--- src/rtl/frame_rx_decoder_if.sv ---
// Received-byte stream feeding the reply-frame decoder.
// master drives bytes (uart_rx side), slave consumes them (decoder).
interface frame_rx_decoder_if;
  logic       I_rx_data_valid;
  logic [7:0] I_rx_data;

  modport master (
    output I_rx_data_valid,
    output I_rx_data
  );

  modport slave (
    input I_rx_data_valid,
    input I_rx_data
  );
endinterface

--- src/rtl/frame_rx_decoder.sv ---
// UART reply-frame parser: F0 | ADDR | FUNC | [LEN] | DATA | FF.
// Optional FUNC=3 sequence check under `FRAME_RX_SEQ_CHECK_EN.
module frame_rx_decoder #(
  parameter int BULK_WORDS     = 1000,
  parameter int SHORT_WORDS    = 1,
  parameter int TIMEOUT_CYCLES = 100000
) (
  input  logic                I_clk,
  input  logic                I_rst,
  frame_rx_decoder_if.slave   rx,
  input  logic [7:0]          I_device_addr,
  output logic                O_busy,
  output logic [7:0]          O_frame_func,
  output logic [15:0]         O_frame_seq,
  output logic                O_word_valid,
  output logic [15:0]         O_word,
  output logic                O_frame_done,
  output logic                O_frame_err,
  output logic [2:0]          O_err_code
);

  typedef enum logic [2:0] {
    SIDLE, SADDR, SFUNC, SLENT, SDATA, STAIL
  } state_t;

  localparam int GW = $clog2(TIMEOUT_CYCLES + 1);
  localparam logic [15:0] BULK_LAST  = 16'(2 * BULK_WORDS - 1);
  localparam logic [15:0] SHORT_LAST = 16'(2 * SHORT_WORDS - 1);
  localparam logic [GW-1:0] GAP_LIM  = GW'(TIMEOUT_CYCLES - 1);

  state_t        state_q;
  logic [7:0]    func_q;
  logic [15:0]   seq_q;
  logic [7:0]    lenhi_q;
  logic          lcnt_q;
  logic [15:0]   cnt_q;
  logic [7:0]    hold_q;
  logic          bulk_q;
  logic [15:0]   word_q;
  logic          word_vld_q;
  logic          done_q;
  logic          err_q;
  logic [2:0]    code_q;
  logic [GW-1:0] gap_q;

`ifdef FRAME_RX_SEQ_CHECK_EN
  logic          need_new_q;
  logic          seq_bad_q;
  logic [15:0]   last_seq_q;
  logic [15:0]   len_d;
  logic          seq_bad_d;
`endif

  logic          vld;
  logic [7:0]    rxb;
  logic          timeout_d;
  logic          abort_d;
  logic [2:0]    abort_code_d;
  logic [15:0]   last_idx_d;

  assign vld        = rx.I_rx_data_valid;
  assign rxb        = rx.I_rx_data;
  assign timeout_d  = (state_q != SIDLE) && !vld && (gap_q == GAP_LIM);
  assign last_idx_d = bulk_q ? BULK_LAST : SHORT_LAST;

`ifdef FRAME_RX_SEQ_CHECK_EN
  // LEN=1 always restarts a burst; otherwise it must follow the last good LEN
  assign len_d     = {lenhi_q, rxb};
  assign seq_bad_d = (len_d != 16'd1) &&
                     (need_new_q || len_d != last_seq_q + 16'd1);
`endif

  // Decide whether this cycle aborts the frame and with which cause
  always_comb begin
    abort_d      = 1'b0;
    abort_code_d = 3'd0;
    if (timeout_d) begin
      abort_d      = 1'b1;
      abort_code_d = 3'd4;
    end else if (vld) begin
      unique case (state_q)
        SADDR: if (rxb != I_device_addr) begin
          abort_d      = 1'b1;
          abort_code_d = 3'd1;
        end
        SFUNC: if (rxb == 8'd0 || rxb > 8'd4) begin
          abort_d      = 1'b1;
          abort_code_d = 3'd2;
        end
        STAIL: if (rxb != 8'hFF) begin
          abort_d      = 1'b1;
          abort_code_d = 3'd3;
        end
        default: ;
      endcase
    end
  end

  // Frame FSM with registered outputs and inter-byte gap timer
  always_ff @(posedge I_clk or posedge I_rst) begin
    if (I_rst) begin
      state_q    <= SIDLE;
      func_q     <= '0;
      seq_q      <= '0;
      lenhi_q    <= '0;
      lcnt_q     <= 1'b0;
      cnt_q      <= '0;
      hold_q     <= '0;
      bulk_q     <= 1'b0;
      word_q     <= '0;
      word_vld_q <= 1'b0;
      done_q     <= 1'b0;
      err_q      <= 1'b0;
      code_q     <= '0;
      gap_q      <= '0;
`ifdef FRAME_RX_SEQ_CHECK_EN
      need_new_q <= 1'b1;
      seq_bad_q  <= 1'b0;
      last_seq_q <= '0;
`endif
    end else begin
      word_vld_q <= 1'b0;
      done_q     <= 1'b0;
      err_q      <= 1'b0;

      if (vld || state_q == SIDLE) gap_q <= '0;
      else gap_q <= gap_q + 1'b1;

      // FUNC is latched even when the value is rejected
      if (vld && state_q == SFUNC) func_q <= rxb;

      if (abort_d) begin
        err_q   <= 1'b1;
        code_q  <= abort_code_d;
        state_q <= SIDLE;
        hold_q  <= '0;
        cnt_q   <= '0;
        lcnt_q  <= 1'b0;
`ifdef FRAME_RX_SEQ_CHECK_EN
        need_new_q <= 1'b1;
        seq_bad_q  <= 1'b0;
`endif
      end else if (vld) begin
        unique case (state_q)
          SIDLE: if (rxb == 8'hF0) begin
            state_q <= SADDR;
            code_q  <= '0;
          end
          SADDR: state_q <= SFUNC;
          SFUNC: begin
            bulk_q <= (rxb == 8'd3);
            lcnt_q <= 1'b0;
            cnt_q  <= '0;
            state_q <= (rxb == 8'd3) ? SLENT : SDATA;
          end
          SLENT: begin
            if (!lcnt_q) begin
              lenhi_q <= rxb;
              lcnt_q  <= 1'b1;
            end else begin
              seq_q   <= {lenhi_q, rxb};
              lcnt_q  <= 1'b0;
              cnt_q   <= '0;
              state_q <= SDATA;
`ifdef FRAME_RX_SEQ_CHECK_EN
              seq_bad_q <= seq_bad_d;
`endif
            end
          end
          SDATA: begin
            if (!cnt_q[0]) begin
              hold_q <= rxb;
            end else begin
              word_q     <= {hold_q, rxb};
              word_vld_q <= 1'b1;
            end
            cnt_q <= cnt_q + 16'd1;
            if (cnt_q == last_idx_d) state_q <= STAIL;
          end
          STAIL: begin
            state_q <= SIDLE;
            hold_q  <= '0;
            cnt_q   <= '0;
`ifdef FRAME_RX_SEQ_CHECK_EN
            if (bulk_q && seq_bad_q) begin
              err_q  <= 1'b1;
              code_q <= 3'd5;
            end else begin
              done_q <= 1'b1;
              if (bulk_q) begin
                last_seq_q <= seq_q;
                need_new_q <= 1'b0;
              end
            end
            seq_bad_q <= 1'b0;
`else
            done_q <= 1'b1;
`endif
          end
          default: state_q <= SIDLE;
        endcase
      end
    end
  end

  assign O_busy       = (state_q != SIDLE);
  assign O_frame_func = func_q;
  assign O_frame_seq  = seq_q;
  assign O_word_valid = word_vld_q;
  assign O_word       = word_q;
  assign O_frame_done = done_q;
  assign O_frame_err  = err_q;
  assign O_err_code   = code_q;

endmodule

--- src/flat_wrapper.sv ---
// flat-port wrapper written by rule: the top's interface ports become plain ports
module frame_rx_decoder_flat 
#(
  parameter int BULK_WORDS     = 1000,
  parameter int SHORT_WORDS    = 1,
  parameter int TIMEOUT_CYCLES = 100000
)
  (I_clk, I_rst, I_device_addr, O_busy, O_frame_func, O_frame_seq, O_word_valid, O_word, O_frame_done, O_frame_err, O_err_code, rx_I_rx_data_valid, rx_I_rx_data);
  frame_rx_decoder_if rx_i ();
  input  logic I_clk;
  input  logic I_rst;
  input  logic [7:0] I_device_addr;
  output logic O_busy;
  output logic [7:0] O_frame_func;
  output logic [15:0] O_frame_seq;
  output logic O_word_valid;
  output logic [15:0] O_word;
  output logic O_frame_done;
  output logic O_frame_err;
  output logic [2:0] O_err_code;
  input wire logic [$bits(rx_i.I_rx_data_valid)-1:0] rx_I_rx_data_valid;
  input wire logic [$bits(rx_i.I_rx_data)-1:0] rx_I_rx_data;
  assign rx_i.I_rx_data_valid = rx_I_rx_data_valid;
  assign rx_i.I_rx_data = rx_I_rx_data;
  frame_rx_decoder #(.BULK_WORDS(BULK_WORDS), .SHORT_WORDS(SHORT_WORDS), .TIMEOUT_CYCLES(TIMEOUT_CYCLES)) u_core (.I_clk(I_clk), .I_rst(I_rst), .rx(rx_i), .I_device_addr(I_device_addr), .O_busy(O_busy), .O_frame_func(O_frame_func), .O_frame_seq(O_frame_seq), .O_word_valid(O_word_valid), .O_word(O_word), .O_frame_done(O_frame_done), .O_frame_err(O_frame_err), .O_err_code(O_err_code));
endmodule
--- config.mk ---
export PLATFORM = sky130hd
export DESIGN_NAME = frame_rx_decoder_flat
export DESIGN_NICKNAME = d
export VERILOG_FILES = /design/src/rtl/frame_rx_decoder_if.sv /design/src/rtl/frame_rx_decoder.sv /design/src/flat_wrapper.sv
export SDC_FILE = /design/constraint.sdc
export NUM_CORES = 1
export LEC_CHECK = 0
export ABC_AREA = 1
export BUFFER_PORTS_ARGS = -buffer_cell sky130_fd_sc_hd__buf_2
export CAP_MARGIN = 5
export CORE_MARGIN = 1.5
export CORE_UTILIZATION = 52
export DETAILED_ROUTE_END_ITERATION = 8
export GPL_ROUTABILITY_DRIVEN = 0
export PLACE_DENSITY = 0.76
export SLEW_MARGIN = 20
export SYNTH_ARGS = -nofsm -noshare
export SYNTH_HDL_FRONTEND = slang
export SYNTH_SLANG_ARGS = --single-unit
--- constraint.sdc ---
create_clock -name I_clk -period 3.1 [get_ports I_clk]
set_input_delay 0.31 -clock I_clk [delete_from_list [all_inputs] [get_ports I_clk]]
set_output_delay 0.31 -clock I_clk [all_outputs]
set_load 0.05 [all_outputs]
# Yosys cells after proc, flatten, opt, wreduce, memory -nomap -nowiden
# Cells that the tools add are included.
[word_totals]
register_bits = 100
inputBits = 19
elab_cells = 104
[op_classes]
addsub = 2
order_cmp = 1
eq_ne = 15
muxes = 45
bitwise = 2
n_reduce_logical = 25
[ops]
columns = ["op", "n"]
rows = [
  ["two-way mux 16 bit", 3],
  ["one-hot mux 16 bit (3 select lines)", 1],
  ["two-way mux 3 bit", 12],
  ["two-way mux 8 bit", 3],
  ["adder 17 x 1 -> 17 bit (second input constant)", 1],
  ["equality test 17 bit (second input constant)", 1],
  ["two-way mux 1 bit", 17],
  ["two-way mux 17 bit", 1],
  ["adder 16 x 1 -> 16 bit (second input constant)", 1],
  ["equality test 16 bit", 1],
  ["one-hot mux 8 bit (2 select lines)", 1],
  ["AND reduction 4 bit", 4],
  ["one-hot mux 3 bit (5 select lines)", 1],
  ["AND reduction 3 bit", 4],
  ["two-way mux 11 bit", 1],
  ["one-hot mux 3 bit (3 select lines)", 1],
  ["nonzero test 3 bit", 3],
  ["equality test 8 x 2 -> 1 bit (second input constant)", 1],
  ["equality test 8 bit (second input constant)", 1],
  ["> comparator 8 x 3 -> 1 bit (second input constant)", 1],
  ["logical NOT 8 bit", 1],
  ["!= test 8 bit", 1],
  ["!= test 8 bit (second input constant)", 1],
  ["equality test 3 x 2 -> 1 bit (second input constant)", 2],
  ["other kinds (17)", 26],
]

# Depth between registers and ports, before layout
[depth]
depth_word = 8
depth_mapped = 13

# Worst setup path after synthesis
# No wires, ideal clock.
[synth_timing]
path_type = "register to register"
startpoint = "register u_core.gap_q[0]"
endpoint = "register u_core.cnt_q[3]"
arrival_ns = 1.730
setup_slack_ns = 1.253
stages_incl_launch_ff = 13
path_cell_list = "dfrtp_1 > ha_1 > nand2_1 > inv_1 > nand3_1 > inv_1 > nand2_1 > nor2_1 > a21oi_4 > nand4_4 > buf_4 > nand3_1 > nand2_1"
[synth_via]
elab_chain_len = 5
elab_cells_between_ends = 8
[synth_rtl]
columns = ["element", "line", "text"]
rows = [
  ["start, declared", "frame_rx_decoder.sv:44", "logic [GW-1:0] gap_q;"],
  ["start signal, assigned", "frame_rx_decoder.sv:127", "else gap_q <= gap_q + 1'b1;"],
  ["equality test 17 bit (*)", "frame_rx_decoder.sv:63", "assign timeout_d = (state_q != SIDLE) && !vld && (gap_q == GAP_LIM);"],
  ["logical AND 1 bit (*)", "frame_rx_decoder.sv:63", ""],
  ["two-way mux 1 bit (*)", "frame_rx_decoder.sv:77", "if (timeout_d) begin"],
  ["!= test 3 x 1 -> 1 bit (no line) (tied with other cells)", "--", ""],
  ["AND reduction 3 bit (no line)", "--", ""],
  ["end signal, assigned", "frame_rx_decoder.sv:177", "cnt_q <= cnt_q + 16'd1;"],
  ["end, declared", "frame_rx_decoder.sv:36", "logic [15:0] cnt_q;"],
]
# Mark *: on every way between the ends. The rest lies on a longest branch, timed or not.
# A chain may end at the register's enable or synchronous reset.

# Worst setup path after layout
[layout_timing]
startpoint = "register u_core.state_q[0]"
endpoint = "register u_core.cnt_q[9]"
[layout_via]
elab_chain_len = 6
elab_cells_between_ends = 19
[layout_rtl]
columns = ["element", "line", "text"]
rows = [
  ["start, declared", "frame_rx_decoder.sv:31", "state_t state_q;"],
  ["start signal, assigned", "frame_rx_decoder.sv:154", "state_q <= (rxb == 8'd3) ? SLENT : SDATA;"],
  ["equality test 3 bit (tied with other cells)", "frame_rx_decoder.sv:81, frame_rx_decoder.sv:144", ""],
  ["one-hot mux 1 bit (3 select lines) / logical AND 1 bit (equally long branches)", "frame_rx_decoder.sv:81, frame_rx_decoder.sv:63", ""],
  ["two-way mux 1 bit / logical AND 1 bit (equally long branches)", "frame_rx_decoder.sv:80, frame_rx_decoder.sv:63", ""],
  ["two-way mux 1 bit", "frame_rx_decoder.sv:77", ""],
  ["!= test 3 x 1 -> 1 bit (no line) (tied with other cells)", "--", ""],
  ["AND reduction 3 bit (no line)", "--", ""],
]
# Parallel ways exist; a longest one is shown, timed or not. The select of a mux whose other input is x is not followed.

==> metrics <==
run status=finished with violations; Critical path origin=u_core.state_q[0]; row count=35; switching power=2.390 mW; post-synthesis sequential area ratio=0.4902; reg2reg start=u_core.state_q[0]; Sw Ratio=0.4764; clock power share=0.181; global route overflow=0; Avg WL per Cell=13.31 microns; worst-margin pin slew=1105 ps; minimum clock period=2413 ps; DRC viols=0; top-count cell post-synth=nand2_1; Lkg Pwr=2.968 nW; core area=9371 sq um; IO Pins=66; hold_ws=-23.50 ps; max_slew headroom=0.2625; Die Y=102.1 microns; Final Max Slew Viols=0; Final setup violation count=0; total track usage=0.2358; fin crit share=0.7785; CP endpoint kind=flop; vias in the first global route=4308; Post-synth EDFFs=0; Critical R2R Capture=u_core.cnt_q[9]; area share of the largest cell type after synthesis=0.4902; failing checks=negative hold slack; Cell Area, Synth=5105 sq um; Synth area leaders=dfrtp_1 (49%), nand2_1 (16%), inv_1 (5.3%); VDD IR max=557.9 uV; final hold vios=15; die area=10420 sq um; Nets=756; Cell Area, Placed=5539 sq um; ANT cells=0; post-synthesis net count=695; setup TNS=0 ps; CTS Root Cell=clkbuf_8; input/output buffers=65; Clk pin slew, worst setup/hold paths=100 ps; commonest cells in the netlist=nand2_1 (217), dfrtp_1 (100), inv_1 (72); H-tree depth=3; Hold WC Path Type=in -> async; Core Util, Final=0.6134; sequential cell fraction of total power=0.379; synth unique cells=39; worst r2r path cells=9; Via Count=4577; TritonRoute pass-1 iters=5; critical path class=reg -> reg; Worst Setup Start Kind=flop; most used flip-flop cell after synthesis=dfrtp_1; Max-Cap Viols=0; worst path required time=3360 ps; reg2reg setup slack=690 ps; Num CTS Buffers=9; synthesis warning total=0; post-route ant nets=0; leading area contributor after synthesis=dfrtp_1; layout cell share with drive strength beyond 1=0.1518; PwrDens=872.9 nW/um^2; Post-DP HPWL=8344 microns; Seq cells post-synth=100; WP data arrival=2670 ps; Initial Util=0.5447; CTS Sinks=100; Die Span X=102.1 microns; largest net degree at the start of global routing=58; fin area=5748 sq um; RSZ-0062 raised after global routing=false; Async SR Flop Fraction=1.000; TritonCTS clock tree=built; Iteration-0 DRC Markers=234; global-route wire length before repair=19380 microns; fmax=414.4 MHz; drt via density=5.279; Max FO, Critical Path=16; Syn Inst Count=674; post_cts resized=0; syn_area_per_cell=7.574 sq um; clock tree buffer depth=2; Post-CTS Repair Setup Buffers=0; Comb pwr share=0.440; P&R area growth vs syn=12.60%; # hold bufs at CTS=0; initial antenna violation count=0; clk_skew=11.76 ps; Internal Pwr Total=2.627 mW; worst skew pair latency=380 ps; DRT Wirelength=11540 microns
stage by stage:
| stage | power [mW] | setup WS [ps] | instances |
|---|---|---|---|
| global route | 5.316 | 513.6 | 867 |
| finish | 5.017 | 686.7 | 867 |
| CTS | 5.039 | 723.0 | 867 |
| floorplan | 3.624 | 171.2 | 674 |
| detailed placement | 4.139 | 728.7 | 853 |
| global placement | 4.099 | 755.8 | 853 |
power by group through the flow:
stage | Sequential, mW | Clock (mW) | Combinational (mW)
2_1_floorplan | 2.73 | 0 | 0.895
3_3_place_gp | 1.91 | 0 | 2.19
3_5_place_dp | 1.92 | 0 | 2.22
4_1_cts | 1.90 | 0.919 | 2.22
5_1_grt | 1.94 | 0.969 | 2.41
6_report | 1.90 | 0.909 | 2.21
sequential cells by signal, summed over array words and instances (netlist names), 3 cells and up:
signal               count
u_core.O_err_code        3
u_core.O_frame_func      8
u_core.O_frame_seq      16
u_core.O_word           16
u_core.cnt_q            16
u_core.gap_q            17
u_core.hold_q            8
u_core.lenhi_q           8
u_core.state_q           3
worst max-delay path by stage:
stage	slack (ps)	end	cells after the start
2_1_floorplan	170	u_core.O_err_code[0]	1
3_3_place_gp	760	u_core.cnt_q[4]	9
3_5_place_dp	730	u_core.cnt_q[9]	9
4_1_cts	720	u_core.cnt_q[2]	9
5_1_grt	510	u_core.cnt_q[2]	9
6_report	690	u_core.cnt_q[9]	9
cell usage in the layout, fill, tap and decap left out, drive strengths merged:
cell and count:
bufinv 2, nand2 220, a21boi 1, clkbuf 9, nand4 20, nor2 68, clkinvlp 1, o2111ai 1
or2 5, nor4 4, buf 70, dfrtp 100, a31o 1, nand3 54, a21oi 17, o21ai 53
inv 79, nor3 22, nor3b 1, o21a 1, clkinv 2, nand3b 1, ha 2, xnor2 3
a31oi 1
cells by family after synthesis:
logic type	synth area share
compound gates	0.07917
xor+xnor	0.005148
fa+ha+maj	0.004901
buf+inv	0.07868
flops	0.4902
simple gates	0.3419
area by class of cell:
cell class | count | area, sq um
clock buffer | 9 | 123.9
clock inverter | 5 | 85.08
sequential | 100 | 2502
inverter | 79 | 299.0
multi-input combinational | 475 | 2201
fill | 854 | 3623
timing repair buffer | 70 | 375.4
tap | 129 | 161.4
metal layers:
layer / track usage / wire [microns]
met1: 0.3102 / 5233
met2: 0.4065 / 5567
met3: 0.02804 / 585
met4: 0.07798 / 153
met5: 0 / 0
critical path, stage by stage (launching register included):
cell       delay [ps]
dfrtp_1           440
inv_2              70
nand2_1           100
nor2_2             60
nor2_2            320
nand4_1           250
o2111ai_1         570
nand2_4           290
nand2_1           140
nand2_1            60
Note: power is estimated with default switching activity, not from simulation.
